--- config.mk ---
export PLATFORM = sky130hd
export DESIGN_NAME = m_match_classifier
export DESIGN_NICKNAME = d
export VERILOG_FILES = /design/src/rtl/m_pkg.sv /design/src/rtl/m_match_rule.sv /design/src/rtl/m_match_classifier.sv
export SDC_FILE = /design/constraint.sdc
export NUM_CORES = 1
export LEC_CHECK = 0
export CAP_MARGIN = 0
export CELL_PAD_IN_SITES_DETAIL_PLACEMENT = 1
export CELL_PAD_IN_SITES_GLOBAL_PLACEMENT = 1
export CORE_MARGIN = 2
export CORE_UTILIZATION = 44
export CTS_CLUSTER_DIAMETER = 30
export DETAILED_ROUTE_END_ITERATION = 10
export MAX_ROUTING_LAYER = met4
export PLACE_DENSITY_LB_ADDON = 0.1
export RECOVER_POWER = 25
export SETUP_SLACK_MARGIN = 0.15
export SYNTH_ARGS = -nofsm -noshare
export SYNTH_HDL_FRONTEND = slang
export SYNTH_HIERARCHICAL = 1
export SYNTH_SLANG_ARGS = --single-unit
--- constraint.sdc ---
create_clock -name clk_net -period 2.7 [get_ports clk_net]
set_input_delay 0.405 -clock clk_net [delete_from_list [all_inputs] [get_ports clk_net]]
set_output_delay 0.405 -clock clk_net [all_outputs]
set_load 0.05 [all_outputs]
--- src/rtl/m_pkg.sv ---
// Shared definitions for the match classifier.
// Holds the default widths used by the classifier and its rule sub-module,
// the reference layout of a rule configuration record, and a helper that
// sizes the rule index so a single-rule build still gets a 1-bit index.
package m_pkg;

  localparam int unsigned N_RULES_DEF     = 4;
  localparam int unsigned W_DATA_DEF      = 64;
  localparam int unsigned W_OFF_DEF       = 8;
  localparam int unsigned W_BUF_DEF       = 4;
  localparam int unsigned DEFAULT_BUF_DEF = 0;

  // Reference rule layout at default widths. Modules built with other widths
  // declare a local struct with exactly these fields in this order.
  typedef struct packed {
    logic                  en;
    logic [W_OFF_DEF-1:0]  off;
    logic [W_DATA_DEF-1:0] match;
    logic [W_DATA_DEF-1:0] mask;
    logic [W_BUF_DEF-1:0]  buffer;
  } rule_cfg_def_t;

  function automatic int unsigned idx_width(input int unsigned n);
    return (n > 1) ? $clog2(n) : 1;
  endfunction

endpackage

--- src/rtl/m_match_rule.sv ---
// One match rule: configuration register, masked word compare at a fixed
// packet offset, and the per-packet sticky hit bit.
// Ports:
//   clk_net, rst_net      clock, async active-low reset
//   cfg_we                write strobe for this rule (index already decoded)
//   cfg_en..cfg_buffer    new rule fields
//   beat_acc              a beat is being consumed this cycle
//   in_sop                the consumed beat starts a packet
//   cur_off, off_sat      offset of the current beat and its saturation flag
//   in_data               ingress word
//   hit                   packet hit including this beat (meaningful on EOP)
//   buffer                buffer id programmed for this rule
module m_match_rule
  import m_pkg::*;
#(
  parameter int unsigned W_DATA = W_DATA_DEF,
  parameter int unsigned W_OFF  = W_OFF_DEF,
  parameter int unsigned W_BUF  = W_BUF_DEF
) (
  input  logic              clk_net,
  input  logic              rst_net,
  input  logic              cfg_we,
  input  logic              cfg_en,
  input  logic [W_OFF-1:0]  cfg_off,
  input  logic [W_DATA-1:0] cfg_match,
  input  logic [W_DATA-1:0] cfg_mask,
  input  logic [W_BUF-1:0]  cfg_buffer,
  input  logic              beat_acc,
  input  logic              in_sop,
  input  logic [W_OFF-1:0]  cur_off,
  input  logic              off_sat,
  input  logic [W_DATA-1:0] in_data,
  output logic              hit,
  output logic [W_BUF-1:0]  buffer
);

  typedef struct packed {
    logic              en;
    logic [W_OFF-1:0]  off;
    logic [W_DATA-1:0] match;
    logic [W_DATA-1:0] mask;
    logic [W_BUF-1:0]  buffer;
  } rule_cfg_t;

  rule_cfg_t cfg_r;
  logic      hit_r;
  logic      beat_hit;

  assign beat_hit = beat_acc & cfg_r.en & ~off_sat & (cur_off == cfg_r.off) &
                    (((in_data ^ cfg_r.match) & cfg_r.mask) == '0);

  // A SOP beat starts a fresh packet, so earlier hits are not carried in.
  assign hit    = in_sop ? beat_hit : (hit_r | beat_hit);
  assign buffer = cfg_r.buffer;

  always_ff @(posedge clk_net or negedge rst_net) begin
    if (!rst_net) begin
      cfg_r <= '0;
      hit_r <= 1'b0;
    end else begin
      if (cfg_we) begin
        cfg_r.en     <= cfg_en;
        cfg_r.off    <= cfg_off;
        cfg_r.match  <= cfg_match;
        cfg_r.mask   <= cfg_mask;
        cfg_r.buffer <= cfg_buffer;
      end
      if (beat_acc) hit_r <= hit;
    end
  end

endmodule

--- src/rtl/m_match_classifier.sv ---
// Packet match classifier: N programmable rules watch the ingress stream,
// hits are accumulated per packet and one result is issued after each EOP.
// Ports:
//   clk_net, rst_net               clock, async active-low reset
//   cfg_vld, cfg_idx, cfg_*        rule write port
//   in_vld, in_sop, in_eop, in_data  ingress beats (no backpressure)
//   res_vld, res_rdy               result handshake
//   res_hit, res_buffer            per-rule hit vector, selected buffer id
//   err_ovf                        sticky: a result was dropped
//   err_proto                      sticky: SOP/EOP framing violation
module m_match_classifier
  import m_pkg::*;
#(
  parameter int unsigned N_RULES     = N_RULES_DEF,
  parameter int unsigned W_DATA      = W_DATA_DEF,
  parameter int unsigned W_OFF       = W_OFF_DEF,
  parameter int unsigned W_BUF       = W_BUF_DEF,
  parameter int unsigned DEFAULT_BUF = DEFAULT_BUF_DEF,
  localparam int unsigned W_IDX      = idx_width(N_RULES)
) (
  input  logic               clk_net,
  input  logic               rst_net,
  input  logic               cfg_vld,
  input  logic [W_IDX-1:0]   cfg_idx,
  input  logic               cfg_en,
  input  logic [W_OFF-1:0]   cfg_off,
  input  logic [W_DATA-1:0]  cfg_match,
  input  logic [W_DATA-1:0]  cfg_mask,
  input  logic [W_BUF-1:0]   cfg_buffer,
  input  logic               in_vld,
  input  logic               in_sop,
  input  logic               in_eop,
  input  logic [W_DATA-1:0]  in_data,
  output logic               res_vld,
  input  logic               res_rdy,
  output logic [N_RULES-1:0] res_hit,
  output logic [W_BUF-1:0]   res_buffer,
  output logic               err_ovf,
  output logic               err_proto
);

  localparam logic [W_OFF-1:0] OFF_MAX = {W_OFF{1'b1}};

  logic               in_pkt_r;
  logic [W_OFF-1:0]   off_r;
  logic               off_sat_r;
  logic               beat_acc;
  logic               beat_bad;
  logic               eop_done;
  logic [W_OFF-1:0]   cur_off;
  logic               cur_sat;
  logic [N_RULES-1:0] fin_hit;
  logic [W_BUF-1:0]   rule_buf [N_RULES];
  logic [W_BUF-1:0]   sel_buf;

  // Beats outside a packet are only accepted if they open one.
  assign beat_acc = in_vld & (in_sop | in_pkt_r);
  assign beat_bad = in_vld & (in_sop ? in_pkt_r : ~in_pkt_r);
  assign eop_done = beat_acc & in_eop;
  assign cur_off  = in_sop ? '0 : off_r;
  assign cur_sat  = in_sop ? 1'b0 : off_sat_r;

  for (genvar i = 0; i < N_RULES; i++) begin : g_rule
    m_match_rule #(
      .W_DATA (W_DATA),
      .W_OFF  (W_OFF),
      .W_BUF  (W_BUF)
    ) u_rule (
      .clk_net    (clk_net),
      .rst_net    (rst_net),
      .cfg_we     (cfg_vld && (cfg_idx == W_IDX'(i))),
      .cfg_en     (cfg_en),
      .cfg_off    (cfg_off),
      .cfg_match  (cfg_match),
      .cfg_mask   (cfg_mask),
      .cfg_buffer (cfg_buffer),
      .beat_acc   (beat_acc),
      .in_sop     (in_sop),
      .cur_off    (cur_off),
      .off_sat    (cur_sat),
      .in_data    (in_data),
      .hit        (fin_hit[i]),
      .buffer     (rule_buf[i])
    );
  end

  // Scan high to low so the lowest set index is the last assignment.
  always_comb begin
    sel_buf = W_BUF'(DEFAULT_BUF);
    for (int i = N_RULES - 1; i >= 0; i--) begin
      if (fin_hit[i]) sel_buf = rule_buf[i];
    end
  end

  always_ff @(posedge clk_net or negedge rst_net) begin
    if (!rst_net) begin
      in_pkt_r  <= 1'b0;
      off_r     <= '0;
      off_sat_r <= 1'b0;
    end else if (beat_acc) begin
      in_pkt_r <= ~in_eop;
      if (in_sop) begin
        off_r     <= W_OFF'(1);
        off_sat_r <= 1'b0;
      end else if (off_r == OFF_MAX) begin
        // The beat at the last offset has been compared; beyond it nothing hits.
        off_sat_r <= 1'b1;
      end else begin
        off_r <= off_r + W_OFF'(1);
      end
    end
  end

  always_ff @(posedge clk_net or negedge rst_net) begin
    if (!rst_net) begin
      res_vld    <= 1'b0;
      res_hit    <= '0;
      res_buffer <= '0;
      err_ovf    <= 1'b0;
      err_proto  <= 1'b0;
    end else begin
      if (beat_bad) err_proto <= 1'b1;
      if (eop_done) begin
        if (!res_vld || res_rdy) begin
          res_vld    <= 1'b1;
          res_hit    <= fin_hit;
          res_buffer <= sel_buf;
        end else begin
          err_ovf <= 1'b1;
        end
      end else if (res_vld && res_rdy) begin
        res_vld <= 1'b0;
      end
    end
  end

endmodule

# --- Word-level counts from Yosys, hierarchy flattened ---
# Cells that the tools add are included.
word_totals:
  wordCells: 116
  ff_bits: 589
  out_inout_bits: 11
classes:
  reduce_logical: 19
  muxes: 18
  n_addsub: 1
  n_bitwise: 36
  eq_ne: 10
op_table:
  columns: ["cell", "n"]
  rows:
  - ["$and 64x64->64", 4]
  - ["$logic_not 64->1", 4]
  - ["$xor 64x64->64", 4]
  - ["$eq 8x8->1", 4]
  - ["$mux 8", 3]
  - ["$and 1x1->1", 19]
  - ["$mux 4", 4]
  - ["$mux 1", 11]
  - ["$reduce_and 2->1", 5]
  - ["$add 8x1->8 const B", 1]
  - ["$eq 8x8->1 const B", 1]
  - ["$logic_and 1x1->1", 5]
  - ["$or 1x1->1", 5]
  - ["$eq 2x2->1 const B", 2]
  - ["$not 1->1", 4]
  - ["$reduce_bool 2->1", 2]
  - ["$eq 2x1->1 const B", 1]
  - ["$logic_not 2->1", 1]
  - ["$ne 2x1->1 const B", 1]
  - ["$ne 2x2->1 const B", 1]
  - ["$logic_not 1->1", 1]
  - ["$logic_or 1x1->1", 1]

# --- Depth between registers and ports, before layout ---
depth:
  word_depth: 12
  ltp_mapped: 15
  ltp_nobuf: 13

# --- Cells and area by module ---
# Netlist, hierarchy kept.
modules_own_cells:
  columns: ["module", "cells_per_inst", "instances", "area_each_um2", "seq_area_each_um2"]
  rows:
  - ["m_match_rule", 424, 4, 6221.0, 3553.4]
  - ["m_match_classifier", 120, 1, 1129.8, 525.5]

# --- Worst setup path after synthesis ---
# No wires, ideal clock.
synth_timing:
  path_type: "input port to flip-flop"
  startpoint: "input port in_sop"
  endpoint: "register res_buffer[0]"
  cell_stages: 14
  setup_slack_ps: -371
  required_time_ps: 2618
  arrival_time_ps: 2989
  path_cell_list: "clkbuf_1 -> inv_1 -> ha_1 -> nand2b_4 -> clkinv_2 -> nand2_1 -> a2111oi_0 -> nand4_1 -> or4_4 -> o21ai_2 -> clkbuf_1 -> a221oi_1 -> a211o_1 -> a31oi_1"
synth_between:
  elab_cells_between_ends: 39
  cone_classes: "4 x eq/ne; 10 x mux; 24 x bitwise; 1 x reduce/logical"
synth_lines:
  columns: ["element", "line_no", "rtl"]
  rows:
  - ["from (decl)", "m_match_classifier.sv:31", "input logic in_sop,"]
  - ["$or 1x1->1 (*)", "m_match_classifier.sv:57", "assign beat_acc = in_vld & (in_sop | in_pkt_r);"]
  - ["$and 1x1->1 (*)", "m_match_classifier.sv:57", null]
  - ["net beat_acc", "m_match_classifier.sv:47", "logic beat_acc;"]
  - ["$and 1x1->1 (*) (4 in series)", "m_match_rule.sv:49", "assign beat_hit = beat_acc & cfg_r.en & ~off_sat & (cur_off == cfg_r.off) &"]
  - ["$or 1x1->1", "m_match_rule.sv:53", "assign hit = in_sop ? beat_hit : (hit_r | beat_hit);"]
  - ["$mux 1 (*)", "m_match_rule.sv:53", null]
  - ["net fin_hit[1]", "m_match_classifier.sv:52", "logic [N_RULES-1:0] fin_hit;"]
  - ["$mux 4 (*) (2 in series)", "m_match_classifier.sv:91", "if (fin_hit[i]) sel_buf = rule_buf[i];"]
  - ["to (signal assigned)", "m_match_classifier.sv:127", "res_buffer <= sel_buf;"]
  - ["to (decl)", "m_match_classifier.sv:37", "output logic [W_BUF-1:0] res_buffer,"]
# Mark *: on every way through the listed nets, which the timed path passes. The rest lies on a longest branch.
# A chain may end at the register's enable or synchronous reset.

# --- Worst setup path in the final report ---
layout_timing:
  startpoint: "register g_rule[1].u_rule/cfg_r[85] in the netlist's numbering"
  endpoint: "register res_buffer[2]"
layout_between:
  elab_chain_len: 8
layout_rtl:
  columns: ["element", "line_no", "rtl"]
  rows:
  - ["from (decl)", "m_match_rule.sv:45", "rule_cfg_t cfg_r;"]
  - ["$xor 64x64->64 (*)", "m_match_rule.sv:50", "(((in_data ^ cfg_r.match) & cfg_r.mask) == '0);"]
  - ["$and 64x64->64 (*)", "m_match_rule.sv:50", null]
  - ["$logic_not 64->1 (*)", "m_match_rule.sv:50", null]
  - ["$and 1x1->1 (*)", "m_match_rule.sv:49", null]
  - ["$or 1x1->1", "m_match_rule.sv:53", null]
  - ["$mux 1 (*)", "m_match_rule.sv:53", null]
  - ["net fin_hit[1]", "m_match_classifier.sv:52", null]
  - ["$mux 4 (*) (2 in series)", "m_match_classifier.sv:91", null]
# Marks and branches as above.

==> summary.txt <==
Routed wl met2 -> 36430 um
Multiplexer share of the synthesized area -> 24.59%
Yosys warns -> 6
Detailed-route DRC error count -> 0
Footprint of the multi-input gates -> 0.01109 sq mm
Core area -> 0.05869 sq mm
DRT antenna net count -> 0
Final std cells w/o fill -> 3174
Relative slew margins -> -35.46%
NumNets Final -> 2485
Final Max Tran Viols -> 60
Largest family of logic cells by synthesized area -> multiplexers
Pwr/cell area -> 946.7 mW/mm^2
Status -> complete, but fails checks
Yosys top cell area share -> 56.66%
CP arrival -> 3.69 ns
Tmin final -> 3.127 ns
R2r endpoint -> res_buffer[2]$_DFFE_PN0P_
Hold Crit Class -> primary input to register
Clock slew at reported path FFs -> 0.04 ns
DRT Pass-1 Iters -> 5
Metal3 WL -> 3634 um
Final setup fails -> 6
XOR/XNOR Fraction of Synth Area -> 9.730%
Clock tree buffer depth -> 3
Hold path endpoint -> err_ovf$_DFFE_PN0P_
Vias in the first global route -> 19010
Ranking of synthesized cells by area -> dfrtp_1 57%, mux2_1 13%, mux2_2 11%
Vias after detailed routing -> 16760
Post-synth EDFFs -> 0
Crit path capture type -> register
Area leader, netlist -> dfrtp_1
Starting density of the core -> 44.33%
Worst setup margin -> -0.4268 ns
Dpl ws -> -1.156 ns
GRT overflow -> 0
Top Metal Used -> met4
Worst Path Required -> 3.27 ns
Avg WL per Cell -> 22.91 um
Worst Tran Pin Value -> 2.032 ns
Vias per std cell -> 5.281
Fill cells -> 5511
Fin Clk Skew -> 0.02414 ns
Worst Hold Depth -> 2
Failing checks -> capacitance limit, slew limit, setup timing
Layout area overhead -> 36.80%
Adder-Cell Fraction of Synth Area -> 0.09620%
Final WL -> 72710 um
Initial antenna violation count -> 15
Sink Count -> 589
Worst Path Max Fanout -> 7
Syn Area/Cell -> 14.32 sq um
Register area -> 0.01474 sq mm
FFs w/ async S/R, synth -> 100.0%
Maximum Capacitance Violations -> 1
Most frequent cell after synthesis -> dfrtp_1
Critical path type -> register to register
GRT Total Usage -> 25.29%
H-tree depth -> 4
Tot Pwr -> 33.69 mW
Synth cell count leaders -> 589 x dfrtp_1, 308 x mux2_1, 273 x xor2_1
Worst Reg-to-Reg Cells -> 11
Reg-to-Reg Start -> g_rule[1].u_rule/cfg_r[85]$_DFFE_PN0P_
Die area -> 0.06108 sq mm
Primary FF master, synth -> dfrtp_1
Hold Vio Cnt, Final -> 0
Synthesized area -> 0.02601 sq mm
Number of I/O port buffers -> 224
Synth cell types -> 44
Post-Synth Simple-Gate Area -> 2.395%
Largest net degree at the start of global routing -> 76
I/O pin count -> 225
CTS Root Buffer Type -> clkbuf_16
Fmax -> 0.3198 GHz
Dpl hpwl -> 48980 um
Leak -> 15.40 nW
Final GP Congestion -> 0.8115
Die height -> 247.2 um
FF-to-FF setup slack -> -0.43 ns
CTS tree -> yes
Placed cell count -> 2893
RSZ-0062 raised after global routing -> true
Worst setup SP type -> register
Hold Crit Start -> in_eop
Register area share after synthesis -> 56.66%
#FFs+latches synth -> 589
Post-synthesis compound-gate area fraction -> 4.906%
Post-Synthesis Cells -> 1816
Initial DRC Count -> 629
VDD IR max -> 0.0006445 V
Share of cells above drive strength 1 -> 29.98%
Period utilization -> 115.8%
Met1 WL -> 30980 um
First-pass GRT wire length -> 113200 um
Clock latency at the later pin of the worst-skew pair -> 0.70 ns
Die width -> 247.2 um
CTS buffer count -> 143
Row cnt -> 89
Synthesized Nets -> 2032
-- cell type report --
class                           count  share of cell area [%]
Clock buffer                      210                   12.22
Tap cell                          773                   2.718
Timing Repair Buffer              392                   10.45
Clock inverter                     51                   1.744
Multi-Input combinational cell   1131                   31.17
Antenna cell                       16                  0.1125
Inverter                           12                  0.1617
Sequential cell                   589                   41.42
-- layout by cell type (no fill, tap or decap), types with 10 or more instances in the layout --
cell type / instances
nand4_1: 33
nand2_1: 26
a22o_1: 20
clkbuf_16: 151
nor2_1: 11
clkbuf_1: 25
clkdlybuf4s50_1: 223
mux2_2: 258
inv_1: 10
buf_12: 17
dfrtp_1: 589
xnor2_1: 12
buf_4: 139
xor2_1: 273
a22oi_1: 72
mux2_1: 308
clkbuf_8: 35
clkinv_2: 25
a221oi_1: 19
diode_2: 16
bufinv_16: 13
-- where the power goes --
part	internal, mW	switching, mW
Clock	12.3	5.16
Combinational	2.53	2.18
Sequential	10.5	1.06
Total	25.3	8.40
-- through the flow --
stage                     util, %  setup TNS [ns]  hold slack (ns)  cell area, sq um
after floorplan                 -               0           0.1094             26130
after global placement      51.89          -9.694           0.4407             30450
after global routing        60.64          -12.01           0.3606             35590
after CTS                   60.68          -1.845           0.2963             35610
after detailed placement    51.89          -9.719           0.4445             30450
final                       60.64          -1.989           0.3676             35590
-- worst max-delay path by stage --
| stage | cells after the start | end | startpoint | slack (ns) |
|---|---|---|---|---|
| after floorplan | 14 | res_buffer[0]$_DFFE_PN0P_ | in_sop | 0.06 |
| after global placement | 12 | res_buffer[3]$_DFFE_PN0P_ | in_sop | -1.15 |
| after detailed placement | 11 | res_buffer[0]$_DFFE_PN0P_ | in_data[28] | -1.16 |
| after CTS | 11 | res_buffer[0]$_DFFE_PN0P_ | g_rule[3].u_rule/cfg_r[120]$_DFFE_PN0P_ | -0.40 |
| after global routing | 11 | res_buffer[2]$_DFFE_PN0P_ | g_rule[1].u_rule/cfg_r[85]$_DFFE_PN0P_ | -0.49 |
| final | 11 | res_buffer[2]$_DFFE_PN0P_ | g_rule[1].u_rule/cfg_r[85]$_DFFE_PN0P_ | -0.43 |
-- cells by family (layout without fill, tap and decap cells) --
kind of cell	after synthesis	after routing
flip-flops	589	589
multiplexers	568	568
XOR/XNOR	289	289
AO/OA/AOI/OAI	164	164
AND/OR/NAND/NOR	108	108
buffers and inverters	96	665
adder cells (fa/ha/maj)	2	2
other	0	16
-- timing repair --
item	CTS	global route
hold buffers	1	0
pin swaps	28	7
resized for setup	32	2
setup endpoints to repair	10	9
buffers inserted	2	1
endpoints found under the hold margin	49	0
-- worst max-delay path, stage by stage (launching register included) --
cell and delay [ns]:
dfrtp_1 0.39, xor2_1 0.18, a22oi_2 0.25, nand4_1 0.25, buf_4 0.23, or4_4 0.53
or4_4 0.55, o21ai_4 0.15, buf_4 0.17, a21oi_2 0.05, a22oi_1 0.15, a21oi_1 0.09
-- sequential cells by signal (all words and copies together) (netlist names) --
signal / cells
res_buffer: 4
off_sat_r: 1
g_rule.u_rule/cfg_r: 548
err_proto: 1
res_vld: 1
g_rule.u_rule/hit_r: 4
err_ovf: 1
off_r: 8
res_hit: 4
g_rule.u_rule/buffer: 16
in_pkt_r: 1
-- metal layers --
layer  track usage (%)  vias up
met5                 -        -
met4             8.292        0
met3             7.076      122
met2             41.17      315
met1             30.35     8804
li1                  -     7521
(Power assumes the default switching activity.)
